### src/rtl/instr_fetch.sv
// ============================================================================
// instr_fetch : PC / fetch stage for the Divvy core (start, halt, stall, redirect)
// Revision    : 1.0
// ============================================================================
`timescale 1ns/1ps
`default_nettype none

module instr_fetch #(
  parameter int IW = 16,
  parameter int DW = 9,
  parameter int OW = 8,
  parameter int CW = 16
) (
  input  logic          CLK,
  input  logic          Reset_n,
  input  logic          Start,
  input  logic [IW-1:0] StartAddr,
  input  logic          Stall,
  input  logic          Halt,
  input  logic          JumpEn,
  input  logic [IW-1:0] JumpTarget,
  input  logic          BranchEn,
  input  logic [OW-1:0] BranchOff,
  output logic [IW-1:0] InstAddress,
  input  logic [DW-1:0] InstIn,
  output logic [DW-1:0] InstOut,
  output logic [IW-1:0] InstPC,
  output logic          InstValid,
  output logic          Done,
  output logic [CW-1:0] CycleCount
);

  localparam logic [1:0]    S_IDLE   = 2'd0;
  localparam logic [1:0]    S_RUN    = 2'd1;
  localparam logic [1:0]    S_HALTED = 2'd2;
  localparam logic [CW-1:0] CNT_MAX  = '1;

  logic [1:0]    state_q, state_d;
  logic [IW-1:0] pc_q, pc_d;
  logic [DW-1:0] inst_q, inst_d;
  logic [IW-1:0] inst_pc_q, inst_pc_d;
  logic          valid_q, valid_d;
  logic [CW-1:0] cnt_q, cnt_d;

  logic          in_run;
  logic          take_halt;
  logic          take_jump;
  logic          take_branch;
  logic [IW-1:0] branch_off_ext;
  logic [IW-1:0] branch_target;

  // Redirects and halt only act on a live instruction; priority is halt > jump > branch.
  assign take_halt      = Halt && valid_q;
  assign take_jump      = JumpEn && valid_q && !take_halt;
  assign take_branch    = BranchEn && valid_q && !take_halt && !JumpEn;
  assign branch_off_ext = {{(IW-OW){BranchOff[OW-1]}}, BranchOff};
  assign branch_target  = inst_pc_q + branch_off_ext;

  // State register
  always_ff @(posedge CLK or negedge Reset_n) begin
    if (!Reset_n) begin
      state_q <= S_IDLE;
    end else begin
      state_q <= state_d;
    end
  end

  // Next-state logic
  always_comb begin
    state_d = state_q;
    case (state_q)
      S_IDLE: begin
        if (Start) state_d = S_RUN;
      end
      S_RUN: begin
        if (Start)          state_d = S_RUN;
        else if (take_halt) state_d = S_HALTED;
      end
      S_HALTED: begin
        if (Start) state_d = S_RUN;
      end
      default: state_d = S_IDLE;
    endcase
  end

  // State-derived outputs
  always_comb begin
    in_run = (state_q == S_RUN);
    Done   = (state_q == S_HALTED);
  end

  // Datapath next values
  always_comb begin
    pc_d      = pc_q;
    inst_d    = inst_q;
    inst_pc_d = inst_pc_q;
    valid_d   = valid_q;
    cnt_d     = cnt_q;

    if (Start) begin
      pc_d    = StartAddr;
      valid_d = 1'b0;
      cnt_d   = '0;
    end else if (in_run) begin
      if (cnt_q != CNT_MAX) cnt_d = cnt_q + CW'(1);

      if (take_halt) begin
        valid_d = 1'b0;
      end else if (take_jump) begin
        pc_d    = JumpTarget;
        valid_d = 1'b0;
      end else if (take_branch) begin
        pc_d    = branch_target;
        valid_d = 1'b0;
      end else if (!Stall) begin
        inst_d    = InstIn;
        inst_pc_d = pc_q;
        valid_d   = 1'b1;
        pc_d      = pc_q + IW'(1);
      end
    end else begin
      valid_d = 1'b0;
    end
  end

  always_ff @(posedge CLK or negedge Reset_n) begin
    if (!Reset_n) begin
      pc_q      <= '0;
      inst_q    <= '0;
      inst_pc_q <= '0;
      valid_q   <= 1'b0;
      cnt_q     <= '0;
    end else begin
      pc_q      <= pc_d;
      inst_q    <= inst_d;
      inst_pc_q <= inst_pc_d;
      valid_q   <= valid_d;
      cnt_q     <= cnt_d;
    end
  end

  assign InstAddress = pc_q;
  assign InstOut     = inst_q;
  assign InstPC      = inst_pc_q;
  assign InstValid   = valid_q;
  assign CycleCount  = cnt_q;

endmodule

`default_nettype wire
### config.mk
export PLATFORM = sky130hd
export DESIGN_NAME = instr_fetch
export DESIGN_NICKNAME = d
export VERILOG_FILES = /design/src/rtl/instr_fetch.sv
export SDC_FILE = /design/constraint.sdc
export NUM_CORES = 1
export LEC_CHECK = 0
export ABC_AREA = 1
export CORE_MARGIN = 2
export CORE_UTILIZATION = 45
export CTS_CLUSTER_DIAMETER = 150
export CTS_CLUSTER_SIZE = 28
export DETAILED_ROUTE_END_ITERATION = 7
export DONT_BUFFER_PORTS = 1
export PLACE_DENSITY_LB_ADDON = 0.15
export SYNTH_ARGS = -nofsm -noshare
export SYNTH_HDL_FRONTEND = slang
export SYNTH_SLANG_ARGS = --single-unit
### constraint.sdc
create_clock -name CLK -period 4.38 [get_ports CLK]
set_input_delay 1.095 -clock CLK [delete_from_list [all_inputs] [get_ports CLK]]
set_output_delay 1.095 -clock CLK [all_outputs]
set_load 0.005 [all_outputs]
==> results by group <==
Synth
  – Synth cell types: 37
  – Synthesized cell area: 0.004448 mm^2
  – Most instantiated cells after synthesis: nand2_1, inv_1, dfrtp_1, nor2_1, nand3_1
  – Syn_area_per_cell: 6.781 um^2
  – Leading area contributor after synthesis: dfrtp_1
  – Synth Flop Type: dfrtp_1
  – Largest cells by area after synthesis: dfrtp_1, nand2_1, inv_1
  – Most common cell in the netlist: nand2_1
  – Seq/Total Area, Yosys: 33.76%
  – Yosys reg bits: 60
  – Cells after Synth: 656
  – Post-synth ARST share: 100.0%
  – Post-synth EDFFs: 0
  – Yosys top cell area share: 33.76%
  – Synth warn: 0
  – Syn_nets: 730

Die
  – Core footprint: 0.009684 mm^2
  – Row cnt: 36
  – Starting density of the core: 45.93%
  – Die Area: 0.01070 mm^2
  – I/O pin cnt: 115
  – DIE HEIGHT: 103.4 um
  – Die Wd: 103.4 um

Detailed routing
  – # DRC: 0
  – Initial DRC Count: 276
  – Routed WL: 12.07 mm
  – Routed WL per cell: 15.34 um
  – DRT antenna net count: 0
  – First-pass DRT Iterations: 5
  – Via-to-Cell Ratio: 5.230
  – Via Count: 4116

Power
  – Sw power: 858.4 uW
  – Switching share of power: 42.43%
  – Seq pwr share: 41.0%
  – P per Cell Area: 431.5 mW/mm^2
  – Internal cell power: 1.165 mW
  – VDD IR max: 0.2232 mV
  – Comb pwr share: 37.7%
  – LEAKAGE: 2.364 nW
  – Clock power frac: 21.3%

Placement
  – Final HPWL DP: 9.332 mm
  – Placed cell areas: 0.004532 mm^2
  – Routability cong.: 0.9206
  – Port bufs: 0

STA
  – Max Clock Freq: 363.6 MHz
  – Final hold violation count: 0
  – Max transition margin: 49.56%
  – Slew @ Worst Pin: 0.7558 ns
  – Fin crit period: 2.750 ns
  – Slew Limit Fails: 0
  – Final Skew: 0.005468 ns
  – Worst Hold Margin: 0.4295 ns
  – Final worst path period share: 62.79%
  – Final setup viols: 0
  – RSZ-0062 raised after global routing: no
  – Sum Neg Setup Slack: 0 ns

Clock tree
  – H-Tree Depth: 3
  – Clock Path Buffers: 2
  – Num CTS Buffers: 9
  – CTS tree: done
  – Setup bufs post-CTS: 0
  – Post_cts resized: 0
  – Clock transition at path regs: 0.07 ns
  – Skew-Pair Late Insertion Delay: 0.36 ns
  – Clock Sinks: 60
  – CTS root buf: clkbuf_8
  – Cts hold-fix bufs: 0

Critical path
  – Worst r2r src: InstValid$_DFFE_PN0P_
  – R2R Setup Slk: 1.88 ns
  – Setup crit end: InstOut[6]$_DFFE_PN0P_
  – CP arrival: 2.99 ns
  – Worst path required time: 4.62 ns
  – Worst path max stage delay: 0.57 ns
  – Worst Setup SP: Halt
  – CP Class: in2reg
  – Worst reg2reg endpoint: InstOut[6]$_DFFE_PN0P_
  – Critical path peak fanout: 42
  – Endpoint class of the critical path: register
  – Worst path cell trace: nor2_1 -> nand2_1 -> nor2_4 -> inv_2 -> nand3_2 -> mux2_2
  – Startpoint types: input pin
  – CP max stage cell: nand3_2
  – R2r worst-path depth: 7

Cells and area
  – Register area: 0.001501 mm^2
  – Share of layout cells above drive strength 1: 8.257%
  – Area occupied by multi-input gates: 0.002546 mm^2
  – Final instance area: 0.004688 mm^2
  – ANT cells: 0
  – Fin nets: 725
  – Syn-to-layout area delta: 5.401%
  – Fill cell count: 1059

GRT
  – GRT Overall Usage: 24.22%
  – Vias in the first global route: 4006
  – Pin count of the biggest net entering global routing: 61
  – Initial antenna violation count: 0
  – Total global routing overflow: 0
  – First-pass GRT wire length: 19.89 mm

Outcome
  – Status: complete, no violations

Flow run
  – Max_cap viols: 0

Hold path
  – Hold Crit Class: in2async
## how the worst min path moves through the flow
stage	depth (start not counted)	start	to	slack, ns
after floorplan	1	CycleCount[5]$_DFFE_PN0P_	CycleCount[5]$_DFFE_PN0P_	0.50
after global placement	2	InstPC[0]$_DFFE_PN0P_	InstPC[0]$_DFFE_PN0P_	0.52
after detailed placement	1	InstOut[4]$_DFFE_PN0P_	InstOut[4]$_DFFE_PN0P_	0.53
after CTS	0	Reset_n	InstPC[3]$_DFFE_PN0P_	0.42
after global routing	0	Reset_n	InstOut[4]$_DFFE_PN0P_	0.41
final	0	Reset_n	InstOut[8]$_DFFE_PN0P_	0.43
## registers in the layout, summed over array words and instances (netlist names)
register	flops
CycleCount	16
InstAddress	16
InstOut	9
InstPC	16
InstValid	1
state_q	2
## logic make-up after synthesis
group / Yosys count / share of synthesized area, %
flops: 60 / 33.76
compound gates: 78 / 10.24
mux: 9 / 2.279
fa+ha+maj: 18 / 5.232
simple gates: 374 / 35.95
buf+inv: 99 / 9.002
xor+xnor: 18 / 3.544
## area by class of cell
class                      count  share of cell area (%)
multi-input combinational    497                   54.31
sequential                    60                   32.03
inverter                      82                   6.619
tap                          133                   3.550
clock buffer                  11                   3.016
clock inverter                 3                  0.3203
timing repair buffer           1                  0.1601
## power by group through the flow
| stage | logic [mW] | clock network (mW) | registers [mW] |
|---|---|---|---|
| after floorplan | 0.614 | 0 | 0.786 |
| after global placement | 0.746 | 0 | 0.842 |
| after detailed placement | 0.753 | 0 | 0.845 |
| after CTS | 0.759 | 0.436 | 0.835 |
| after global routing | 0.888 | 0.461 | 0.855 |
| final | 0.763 | 0.430 | 0.830 |
## metal layers
metal | wire [um] | global-route usage (%) | vias up
met5 | 0 | 0 | -
met4 | 285 | 9.413 | 0
met3 | 923 | 6.452 | 22
met2 | 5630 | 38.36 | 120
met1 | 5228 | 31.68 | 1881
li1 | - | - | 2093
## layout by cell type (no fill, tap or decap), types with 4 or more instances in the layout
cell	instances
xor2_1	11
nor2_2	10
o21ai_0	32
inv_2	5
xnor2_1	7
nor3_1	10
a21oi_1	22
o211ai_1	4
ha_1	17
inv_1	76
clkbuf_8	10
nand3_1	51
dfrtp_1	60
nor2_1	58
o31ai_1	11
or2_2	6
nand2_1	220
mux2_2	9
nand4_1	10
## metrics by stage
stage	setup slack [ns]	utilization (%)	power [mW]	std cells
3_3_place_gp	1.317	46.80	1.588	773
5_1_grt	1.428	48.41	2.205	787
6_report	1.630	48.41	2.023	787
2_1_floorplan	1.846	-	1.400	656
3_5_place_dp	1.254	46.80	1.598	773
4_1_cts	1.620	48.41	2.030	787
## worst max-delay path: cells and delay by family
kind | cells | cell delay [ns]
buf+inv | 1 | 0.24
mux | 1 | 0.42
simple gates | 4 | 1.21
(Power assumes the default switching activity.)
